File: src/rtl/fpu_mul_sequencer_if.sv
// Operand/result handshake and multiplier-side bundle of the FP multiply sequencer.
interface fpu_mul_sequencer_if;
    logic        flush;
    logic        in_valid;
    logic        in_ready;
    logic [31:0] in_a;
    logic [31:0] in_b;
    logic [31:0] mul_a;
    logic [31:0] mul_b;
    logic        mul_enable;
    logic [31:0] mul_res;
    logic        out_valid;
    logic        out_ready;
    logic [31:0] out_res;
    logic [3:0]  out_flags;
    logic [15:0] op_count;

    modport slave (
        input  flush, in_valid, in_a, in_b, mul_res, out_ready,
        output in_ready, mul_a, mul_b, mul_enable, out_valid, out_res, out_flags, op_count
    );

    modport master (
        output flush, in_valid, in_a, in_b, mul_res, out_ready,
        input  in_ready, mul_a, mul_b, mul_enable, out_valid, out_res, out_flags, op_count
    );
endinterface

File: src/rtl/fpu_mul_sequencer.sv
// Drives a fixed-latency sequential FP multiplier: one operand pair in, wait, capture and
// classify the product, hold it until the consumer takes it.
module fpu_mul_sequencer #(
    parameter int unsigned MUL_LATENCY = 34
) (
    input  logic               clk,
    input  logic               reset,
    fpu_mul_sequencer_if.slave bus
);
    localparam logic [1:0] S_IDLE = 2'd0;
    localparam logic [1:0] S_LOAD = 2'd1;
    localparam logic [1:0] S_WAIT = 2'd2;
    localparam logic [1:0] S_DONE = 2'd3;

    localparam logic [7:0] CNT_LOAD = 8'(MUL_LATENCY - 1);

    // {nan, inf, zero, neg} of an IEEE-754 single
    function automatic logic [3:0] classify(input logic [31:0] v);
        logic [7:0]  e;
        logic [22:0] m;
        e = v[30:23];
        m = v[22:0];
        classify = {(e == 8'hFF) && (m != 23'd0),
                    (e == 8'hFF) && (m == 23'd0),
                    (e == 8'h00) && (m == 23'd0),
                    v[31]};
    endfunction

    logic [1:0]  state_q, state_d;
    logic [7:0]  cnt_q, cnt_d;
    logic [31:0] mul_a_q, mul_a_d;
    logic [31:0] mul_b_q, mul_b_d;
    logic [31:0] res_q, res_d;
    logic [3:0]  flags_q, flags_d;
    logic        valid_q, valid_d;
    logic [15:0] op_count_q, op_count_d;

    always_comb begin
        state_d    = state_q;
        cnt_d      = cnt_q;
        mul_a_d    = mul_a_q;
        mul_b_d    = mul_b_q;
        res_d      = res_q;
        flags_d    = flags_q;
        valid_d    = valid_q;
        op_count_d = op_count_q;

        // flush outranks both the input handshake and the result handshake
        if (bus.flush) begin
            state_d = S_IDLE;
            valid_d = 1'b0;
            cnt_d   = 8'd0;
        end else begin
            case (state_q)
                S_IDLE: begin
                    if (bus.in_valid) begin
                        mul_a_d = bus.in_a;
                        mul_b_d = bus.in_b;
                        state_d = S_LOAD;
                    end
                end
                S_LOAD: begin
                    cnt_d   = CNT_LOAD;
                    state_d = S_WAIT;
                end
                S_WAIT: begin
                    if (cnt_q == 8'd0) begin
                        res_d   = bus.mul_res;
                        flags_d = classify(bus.mul_res);
                        valid_d = 1'b1;
                        state_d = S_DONE;
                    end else begin
                        cnt_d = cnt_q - 8'd1;
                    end
                end
                S_DONE: begin
                    // result data is left in place after consumption
                    if (bus.out_ready) begin
                        valid_d    = 1'b0;
                        op_count_d = op_count_q + 16'd1;
                        state_d    = S_IDLE;
                    end
                end
                default: state_d = S_IDLE;
            endcase
        end
    end

    always_ff @(posedge clk or negedge reset) begin
        if (!reset) begin
            state_q    <= S_IDLE;
            cnt_q      <= 8'd0;
            mul_a_q    <= 32'd0;
            mul_b_q    <= 32'd0;
            res_q      <= 32'd0;
            flags_q    <= 4'd0;
            valid_q    <= 1'b0;
            op_count_q <= 16'd0;
        end else begin
            state_q    <= state_d;
            cnt_q      <= cnt_d;
            mul_a_q    <= mul_a_d;
            mul_b_q    <= mul_b_d;
            res_q      <= res_d;
            flags_q    <= flags_d;
            valid_q    <= valid_d;
            op_count_q <= op_count_d;
        end
    end

    assign bus.in_ready   = (state_q == S_IDLE);
    assign bus.mul_enable = (state_q == S_LOAD);
    assign bus.mul_a      = mul_a_q;
    assign bus.mul_b      = mul_b_q;
    assign bus.out_valid  = valid_q;
    assign bus.out_res    = res_q;
    assign bus.out_flags  = flags_q;
    assign bus.op_count   = op_count_q;

    a_valid_ready_excl: assert property (@(posedge clk) disable iff (!reset)
        !(bus.out_valid && bus.in_ready));
    a_cnt_bound: assert property (@(posedge clk) disable iff (!reset)
        (state_q == S_WAIT) |-> (cnt_q <= CNT_LOAD));
    a_valid_done: assert property (@(posedge clk) disable iff (!reset)
        bus.out_valid |-> (state_q == S_DONE));
endmodule

File: src/flat_wrapper.sv
// flat-port wrapper written by rule: the top's interface ports become plain ports
module fpu_mul_sequencer_flat 
#(
    parameter int unsigned MUL_LATENCY = 34
)
  (clk, reset, bus_flush, bus_in_valid, bus_in_a, bus_in_b, bus_mul_res, bus_out_ready, bus_in_ready, bus_mul_a, bus_mul_b, bus_mul_enable, bus_out_valid, bus_out_res, bus_out_flags, bus_op_count);
  fpu_mul_sequencer_if bus_i ();
  input  logic clk;
  input  logic reset;
  input wire logic [$bits(bus_i.flush)-1:0] bus_flush;
  input wire logic [$bits(bus_i.in_valid)-1:0] bus_in_valid;
  input wire logic [$bits(bus_i.in_a)-1:0] bus_in_a;
  input wire logic [$bits(bus_i.in_b)-1:0] bus_in_b;
  input wire logic [$bits(bus_i.mul_res)-1:0] bus_mul_res;
  input wire logic [$bits(bus_i.out_ready)-1:0] bus_out_ready;
  output wire logic [$bits(bus_i.in_ready)-1:0] bus_in_ready;
  output wire logic [$bits(bus_i.mul_a)-1:0] bus_mul_a;
  output wire logic [$bits(bus_i.mul_b)-1:0] bus_mul_b;
  output wire logic [$bits(bus_i.mul_enable)-1:0] bus_mul_enable;
  output wire logic [$bits(bus_i.out_valid)-1:0] bus_out_valid;
  output wire logic [$bits(bus_i.out_res)-1:0] bus_out_res;
  output wire logic [$bits(bus_i.out_flags)-1:0] bus_out_flags;
  output wire logic [$bits(bus_i.op_count)-1:0] bus_op_count;
  assign bus_i.flush = bus_flush;
  assign bus_i.in_valid = bus_in_valid;
  assign bus_i.in_a = bus_in_a;
  assign bus_i.in_b = bus_in_b;
  assign bus_i.mul_res = bus_mul_res;
  assign bus_i.out_ready = bus_out_ready;
  assign bus_in_ready = bus_i.in_ready;
  assign bus_mul_a = bus_i.mul_a;
  assign bus_mul_b = bus_i.mul_b;
  assign bus_mul_enable = bus_i.mul_enable;
  assign bus_out_valid = bus_i.out_valid;
  assign bus_out_res = bus_i.out_res;
  assign bus_out_flags = bus_i.out_flags;
  assign bus_op_count = bus_i.op_count;
  fpu_mul_sequencer #(.MUL_LATENCY(MUL_LATENCY)) u_core (.clk(clk), .reset(reset), .bus(bus_i));
endmodule
File: config.mk
export PLATFORM = sky130hd
export DESIGN_NAME = fpu_mul_sequencer_flat
export DESIGN_NICKNAME = d
export VERILOG_FILES = /design/src/rtl/fpu_mul_sequencer_if.sv /design/src/rtl/fpu_mul_sequencer.sv /design/src/flat_wrapper.sv
export SDC_FILE = /design/constraint.sdc
export NUM_CORES = 1
export LEC_CHECK = 0
export CAP_MARGIN = 20
export CORE_ASPECT_RATIO = 0.8
export CORE_UTILIZATION = 35
export CTS_BUF_LIST = sky130_fd_sc_hd__clkbuf_8
export CTS_CLUSTER_SIZE = 24
export DETAILED_ROUTE_END_ITERATION = 6
export GPL_TIMING_DRIVEN = 0
export PLACE_DENSITY = 0.68
export SYNTH_ARGS = -nofsm -noshare
export SYNTH_HDL_FRONTEND = slang
export SYNTH_SLANG_ARGS = --single-unit
File: constraint.sdc
create_clock -name clk -period 2.74 [get_ports clk]
set_clock_uncertainty 0.2 [all_clocks]
set_input_delay 0.548 -clock clk [delete_from_list [all_inputs] [get_ports clk]]
set_output_delay 0.548 -clock clk [all_outputs]
set_load 0.01 [all_outputs]
== Yosys cells after proc, flatten, opt, wreduce, memory -nomap -nowiden ==
Index checks and enable logic that the tools add are counted.

* Reductions and logical operators: 16
* Mux-type cells: 12
* Bitwise gates (word level): 1
* Equality and inequality tests: 8
* $add $sub $neg: 2

{| class="wikitable"
|+ Operators with widths
! operator !! number
|-
| logical NOT 23 bit || 1
|-
| nonzero test 23 bit || 1
|-
| adder 16 x 1 -> 16 bit (second input constant) || 1
|-
| logical NOT 8 bit || 2
|-
| 2-to-1 mux 8 bit || 2
|-
| one-hot mux 8 bit (2 select lines) || 1
|-
| AND reduction 3 bit || 5
|-
| != test 3 bit (second input constant) || 3
|-
| == test 8 bit (second input constant) || 1
|-
| 2-to-1 mux 2 bit || 4
|-
| one-hot mux 2 bit (4 select lines) || 1
|-
| subtractor 8 x 1 -> 8 bit (second input constant) || 1
|-
| nonzero test 3 bit || 2
|-
| == test 2 bit (second input constant) || 2
|-
| logical AND 1 bit || 3
|-
| 2-to-1 mux 1 bit || 3
|-
| != test 3 x 2 -> 1 bit (second input constant) || 1
|-
| == test 2 x 1 -> 1 bit (second input constant) || 1
|-
| logical NOT 2 bit || 1
|-
| one-hot mux 1 bit (2 select lines) || 1
|-
| AND reduction 2 bit || 1
|-
| NOT 1 bit || 1
|}

* Output and inout port bits: 119
* Bits of input ports: 101
* Flip-flop bits (word level): 127

== Logic depth before layout (Yosys ltp) ==
Gate-level depths: netlist of run 1.

* Word-level depth: 4
* Gate-level depth with buffers: 8
* Gate-level depth less buffers: 6

== Worst setup path before layout of run 1 ==
No wires, ideal clock.

* Kind: input to register
* Start point: input port bus_flush
* End point: register u_core.mul_a_q[0], in the netlist u_core.bus.mul_a[0]
* Data required time: 2.415 ns
* Slack: 0.507 ns
* Data arrival time: 1.908 ns
* Stages: 5
* Buffers on the path: 3
* Cells stage by stage: clkbuf_1 -> nand3b_1 -> clkbuf_1 -> clkbuf_1 -> mux2_2

* Longest elaborated chain between the ends: 2

{| class="wikitable"
|+ Ends and longest elaborated chain
! what !! RTL line !! text
|-
| start: declaration || flat_wrapper.sv:10 || <nowiki>input wire logic [$bits(bus_i.flush)-1:0] bus_flush;</nowiki>
|-
| NOT 1 bit (no source line) || - ||
|-
| AND reduction 3 bit (no source line) || - ||
|-
| end signal: assignment || fpu_mul_sequencer.sv:102 || <nowiki>mul_a_q <= mul_a_d;</nowiki>
|-
| end: declaration || fpu_mul_sequencer.sv:31 || <nowiki>logic [31:0] mul_a_q, mul_a_d;</nowiki>
|}

No other way between the ends.
A chain may end at the register's enable or synchronous reset.

== Final worst setup path of run 1 ==
* Start point: register u_core.state_q[1]
* End point: output port bus_mul_enable

* Longest elaborated chain between the ends: 1

{| class="wikitable"
|+ Ends and longest elaborated chain
! what !! RTL line !! text
|-
| start: declaration || fpu_mul_sequencer.sv:29 || <nowiki>logic [1:0] state_q, state_d;</nowiki>
|-
| start signal: assignment || fpu_mul_sequencer.sv:100 || <nowiki>state_q <= state_d;</nowiki>
|-
| == test 2 x 1 -> 1 bit || fpu_mul_sequencer.sv:112 || <nowiki>assign bus.mul_enable = (state_q == S_LOAD);</nowiki>
|-
| end: declaration || flat_wrapper.sv:19 || <nowiki>output wire logic [$bits(bus_i.mul_enable)-1:0] bus_mul_enable;</nowiki>
|}

No other way between the ends.

==> results by group, run 1 <==
GRT
  • Largest net degree at the start of global routing: 66
  • Tot GR Track Use: 0.184
  • GR Overflow Total: 0
  • First-pass GRT wire length: 22100 um
  • Antenna violations before repair: 0
  • Vias in the first global route: 4332

Setup path
  • Crit path arrival time: 1.87 ns
  • Crit start category: register
  • Crit. End Element: primary output
  • Largest fanout on the critical path: 7
  • Kind of critical path: reg2out
  • Cell count of the worst reg-to-reg path: 6
  • Critical Path RT: 1.99 ns

Floorplanning
  • Die ar.: 0.0154 mm^2
  • Initial Util: 0.362
  • Ports: 220
  • Core Rows: 39
  • Core footprint: 0.0144 mm^2
  • DIE HEIGHT: 111 um
  • Die Width: 138 um

Synthesis
  • Top_reg_cell synth: dfrtp_1
  • Seq/Total Area, Yosys: 0.605
  • Post-synth net total: 543
  • Avg Cell Area, Syn: 12.0 um^2
  • Synth async-reset ratio: 1.00
  • Post-synth EDFFs: 0
  • Most frequent cell after synthesis: dfrtp_1
  • Post-synthesis cell type count: 42
  • Yosys reg bits: 126
  • Post-synth top area share: 0.605
  • Commonest cells in the netlist: dfrtp_1, nand2_1, mux2_2
  • Mapped Cells: 435
  • Post-Syn Area: 0.00521 mm^2
  • Ys Warns: 0
  • Area contributors post-synth: dfrtp_1, mux2_2, nand2_1
  • Area leader, netlist: dfrtp_1

Run status
  • Failing checks: design-rule violations
  • Status: complete, but fails checks

Clock tree
  • Post-CTS setup buffer count: 0
  • Clk buf depth: 2
  • CTS tree: built
  • Worst-Skew Late Latency: 0.43 ns
  • Root buffer cell: clkbuf_8
  • Clk sinks: 126
  • CTS-repair resized insts: 0
  • CTS buffer count: 17
  • Htree depth: 4
  • Clock-pin slew of the registers on the worst-case setup and hold paths: 0.07 ns

Power and ir drop
  • Pleak: 0.00354 uW
  • Sequential share of power: 0.369
  • Max VDD drop: 0.527 mV
  • Sw Pwr: 2570 uW
  • Clock power frac: 0.207
  • Internal power: 5700 uW
  • Sw Share: 0.310
  • Gate power share: 0.425
  • Pwr per Cell Area: 1020 mW/mm^2

Route
  • DR DRC count: 35
  • Final ANT Viol Nets: 0
  • DR WL/cell: 15.5 um
  • Vias per inst: 4.71
  • Iteration-0 DRC Markers: 200
  • Final WL: 13500 um
  • Initial DRT Pass Iterations: 7
  • Via count: 4102

Placed design
  • PortBufs: 218
  • Post-DP Area: 0.00765 mm^2
  • HPWL Detailed: 10200 um
  • Final estimated routing congestion in global placement: 0.827

STA
  • Fin. Hold Viols: 0
  • Number of max-slew violations in the final report: 0
  • Maximum clock rate: 382 MHz
  • Slew Limit Headroom: 0.538
  • Worst slew pin tran: 0.686 ns
  • Final period utilization: 0.956
  • Final number of setup-violating endpoints: 0
  • Final hold slack: 0.281 ns
  • RSZ-0062 raised after global routing: no
  • Minimum clock period: 2.62 ns

Final layout
  • Area Overhead vs Synth: 55.2%
  • Final Net Count: 782
  • Design area: 0.00809 mm^2
  • Layout cells sized above 1: 0.156
  • Antenna diode count: 0

Worst hold path
  • Worst Hold Depth: 2
  • Hold WC Path Type: reg2reg

Job
  • Max_cap viols: 0
[cell type report]
class / count / area (um^2)
plain buffers: 19 / 86.3
well taps: 184 / 230
clock inverters: 14 / 176
fillers: 1219 / 6310
inverters: 8 / 30.0
clock buffers: 18 / 248
repair buffers: 220 / 2220
multi-input cells: 282 / 1940
flip-flops and latches: 126 / 3150
[worst paths after layout]
check	from	end	slack, ns
max	u_core.state_q[1]$_DFFE_PN0P_	bus_mul_enable	0.12
min	u_core.bus.out_res[5]$_DFFE_PN0P_	u_core.bus.out_res[5]$_DFFE_PN0P_	0.28
max reg2reg	u_core.state_q[0]$_DFFE_PN0P_	u_core.bus.mul_a[23]$_DFFE_PN0P_	0.23
min reg2reg	u_core.bus.out_res[5]$_DFFE_PN0P_	u_core.bus.out_res[5]$_DFFE_PN0P_	0.28
max in group asynchronous	reset	u_core.bus.mul_a[25]$_DFFE_PN0P_	1.18
min in group asynchronous	reset	u_core.state_q[0]$_DFFE_PN0P_	0.46
[kinds of logic (layout without fill, tap and decap cells)]
family	Yosys count	count (layout)	share of synthesized area
xor gates and xnor gates	17	17	0.0286
AOI/OAI and AO/OA	20	20	0.0310
adders and majority gates	7	7	0.0168
DFF	126	126	0.605
buffers and inverters	27	279	0.0223
and+or+nand+nor	170	170	0.150
muxes	68	68	0.146
[repair_timing]
action                                  in CTS  in global routing
hold endpoints to repair                    61                  0
endpoints found under the setup margin       0                  0
hold buffers                                 1                  0
[routing by layer]
| layer | global-route usage | vias up | wire, um |
|---|---|---|---|
| met5 | 0 | - | 0 |
| met4 | 0.0442 | 0 | 92 |
| met3 | 0.0609 | 10 | 961 |
| met2 | 0.309 | 126 | 6680 |
| met1 | 0.228 | 2011 | 5720 |
| li1 | - | 1955 | - |
[power by group through the flow]
| stage | Combinational [uW] | Sequential (uW) | Clock (uW) |
|---|---|---|---|
| 2_1_floorplan | 1220 | 3370 | 0 |
| 3_3_place_gp | 3470 | 3030 | 0 |
| 3_5_place_dp | 3540 | 3080 | 0 |
| 4_1_cts | 3560 | 3050 | 1760 |
| 5_1_grt | 3760 | 3140 | 1860 |
| 6_report | 3510 | 3050 | 1710 |
[flip-flops by register name, indices dropped and copies added, names as in the netlist]
signal,cells
u_core.bus.out_valid,1
u_core.bus.mul_b,32
u_core.bus.mul_a,32
u_core.cnt_q,8
u_core.bus.out_res,31
u_core.state_q,2
u_core.bus.out_flags,4
u_core.bus.op_count,16
[critical path, stage by stage (launching register included)]
cell	delay (ns)
dfrtp_1	0.40
inv_1	0.13
ha_1	0.32
clkdlybuf4s50_1	0.59
[metrics by stage]
step	setup slack [ns]	util	std cells	setup TNS, ns	total power, uW
3_5_place_dp	-0.110	0.532	838	-4.35	6630
2_1_floorplan	0.507	-	435	0	4590
5_1_grt	0.0126	0.562	871	0	8760
6_report	0.121	0.562	871	0	8270
4_1_cts	0.0792	0.562	871	0	8370
3_3_place_gp	-3.97	0.530	837	-504.03	6500
[cells in the final DEF (no fill, tap or decap), types with 5 or more instances in the layout]
cell / n
clkbuf_1: 13
clkbuf_8: 18
clkdlybuf4s50_1: 217
dfrtp_1: 126
ha_1: 7
inv_1: 11
mux2_2: 65
nand2_1: 103
nand2b_1: 6
nand3_1: 10
nand3b_1: 5
nand4_1: 5
nor2_1: 11
nor3_1: 8
nor4_1: 10
xnor2_1: 9
xor2_1: 8
(Power assumes the default switching activity.)
==> inputs of run 2 (changes only) <==
--- a/config.mk
+++ b/config.mk
@@ -13,6 +13,7 @@
 export DETAILED_ROUTE_END_ITERATION = 6
 export GPL_TIMING_DRIVEN = 0
 export PLACE_DENSITY = 0.68
+export SETUP_SLACK_MARGIN = 0.15
 export SYNTH_ARGS = -nofsm -noshare
 export SYNTH_HDL_FRONTEND = slang
 export SYNTH_SLANG_ARGS = --single-unit
==> run 2 against run 1 <==
Against the previous run: the flow still finishes with violations (design-rule violations); combinational power is essentially flat; core utilization grew 0.15 points; hold slack is essentially flat; sequential share of layout area shrank 0.10 points; largest cell class unchanged.
==> results by group, run 2 (synthesized netlist as in run 1, its figures left out) <==
Power and ir drop
  • Pwr Total: 8290 uW
  • Clock power frac: 0.206
  • Sw Pwr: 2570 uW
  • Sequential share of power: 0.368
  • Pwr per Cell Area: 1020 mW/mm^2
  • Internal power: 5720 uW
  • Pleak: 0.00356 uW
  • Max VDD drop: 0.528 mV
  • Sw Share: 0.310
  • Gate power share: 0.426

Floorplanning
  • Die ar.: 0.0154 mm^2
  • Core Rows: 39
  • Ports: 220
  • DIE HEIGHT: 111 um
  • Initial Util: 0.362
  • Die Width: 138 um
  • Core footprint: 0.0144 mm^2

Route
  • DR WL/cell: 15.4 um
  • DR DRC count: 35
  • Iteration-0 DRC Markers: 194
  • Initial DRT Pass Iterations: 7
  • Vias per inst: 4.70
  • Final ANT Viol Nets: 0
  • Via count: 4097
  • Final WL: 13400 um

Setup path
  • CP max stage cell: clkdlybuf4s50_1
  • CP cell instances: inv_1 -> ha_1 -> clkdlybuf4s50_1
  • R2R Setup Slk: 0.35 ns
  • RR Endpoint: u_core.bus.mul_a[23]$_DFFE_PN0P_
  • Crit start category: register
  • Cell count of the worst reg-to-reg path: 6
  • Crit. End Element: primary output
  • Critical Path RT: 1.99 ns
  • CP peak stage delay: 0.55 ns
  • Kind of critical path: reg2out
  • Worst path bufs/invs: 2
  • Worst R2R Start: u_core.state_q[0]$_DFFE_PN0P_
  • CP delay by family, top: buffers and inverters
  • Largest fanout on the critical path: 4
  • Worst setup startpoint: u_core.state_q[1]$_DFFE_PN0P_
  • Crit path arrival time: 1.76 ns

Final layout
  • Most common cell after layout, fill and taps aside: clkdlybuf4s50_1
  • Antenna diode count: 0
  • Most frequent cells in the layout: clkdlybuf4s50_1, dfrtp_1, nand2_1, mux2_2, clkbuf_8
  • Layout cells sized above 1: 0.167
  • Final Net Count: 782
  • Area Overhead vs Synth: 55.6%
  • Non-Filler Instances: 871

STA
  • RSZ-0062 raised after global routing: yes
  • Fin. Hold Viols: 0
  • Maximum clock rate: 399 MHz
  • Final number of setup-violating endpoints: 0
  • Worst slew pin tran: 0.706 ns
  • Setup TNS: 0 ns
  • Final period utilization: 0.915
  • Minimum clock period: 2.51 ns
  • Number of max-slew violations in the final report: 0
  • Final hold slack: 0.280 ns
  • Slew Limit Headroom: 0.524

Clock tree
  • Clk sinks: 126
  • Clk buf depth: 2
  • Worst-Skew Late Latency: 0.43 ns
  • Root buffer cell: clkbuf_8
  • CTS tree: built
  • Clock-pin slew of the registers on the worst-case setup and hold paths: 0.07 ns
  • CTS buffer count: 17
  • Post-CTS setup buffer count: 0
  • Htree depth: 4

GRT
  • GR Overflow Total: 0
  • Antenna violations before repair: 0
  • First-pass GRT wire length: 22100 um
  • Tot GR Track Use: 0.184
  • Vias in the first global route: 4332
  • Largest net degree at the start of global routing: 66

Run status
  • Status: complete, but fails checks
  • Failing checks: design-rule violations

Worst hold path
  • Worst Hold Depth: 2
  • Hold Crit Start: u_core.bus.out_res[12]$_DFFE_PN0P_
  • Worst Hold End: u_core.bus.out_res[12]$_DFFE_PN0P_
  • Hold WC Path Type: reg2reg

Placed design
  • Final estimated routing congestion in global placement: 0.827
  • HPWL Detailed: 10200 um
  • PortBufs: 218
  • Placed instance count: 838

Job
  • Max_cap viols: 0
-- run 2: per-stage QoR --
step | instance area, um^2 | worst slack (ns) | util
finish | 8110 | 0.234 | 0.563
global route | 8110 | 0.113 | 0.563
CTS | 8090 | 0.158 | 0.562
detailed placement | 7650 | -0.110 | 0.532
global placement | 7620 | -3.97 | 0.530
floorplan | 5210 | 0.507 | -
-- run 2: metal layers --
metal,global-route usage,part of all wire,vias up
met5,0,0,-
met4,0.0442,0.0068,0
met3,0.0609,0.071,10
met2,0.309,0.50,126
met1,0.228,0.43,2004
li1,-,-,1957
-- run 2: power groups by stage --
stage          logic [uW]  clock network [uW]  registers (uW)
6_report             3530                1710            3050
5_1_grt              3770                1860            3150
4_1_cts              3560                1760            3050
3_5_place_dp         3540                   0            3080
3_3_place_gp         3470                   0            3030
2_1_floorplan        1220                   0            3370
-- run 2: area by class of cell --
class	count	area, um^2
Timing Repair Buffer	220	2220
Clock inverter	14	176
Fill cell	1217	6290
Clock buffer	18	248
Tap cell	184	230
Sequential cell	126	3150
Multi-Input combinational cell	282	1950
Buffer	19	95.1
Inverter	8	30.0
-- run 2: timing repair --
item / in CTS / in global routing
endpoints found under the setup margin: 1 / 62
hold endpoints to repair: 61 / 0
gates resized for setup: 1 / 15
pin swaps: 0 / 0
hold buffers: 1 / 0
-- run 2: worst max path at each step --
stage                                       endpoint  slack, ns  depth (start not counted)
finish                                  bus_in_ready       0.23                          3
global route        u_core.bus.mul_a[23]$_DFFE_PN0P_       0.11                          6
CTS                                   bus_mul_enable       0.16                          3
detailed placement  u_core.bus.mul_a[30]$_DFFE_PN0P_      -0.11                          5
global placement    u_core.bus.mul_b[20]$_DFFE_PN0P_      -3.97                          1
floorplan            u_core.bus.mul_a[0]$_DFFE_PN0P_       0.51                          5
-- run 2: tightest hold or removal path, stage by stage, from the launching register on --
cell and delay (ns):
dfrtp_1 0.34, nand2_1 0.05, nand2_1 0.06
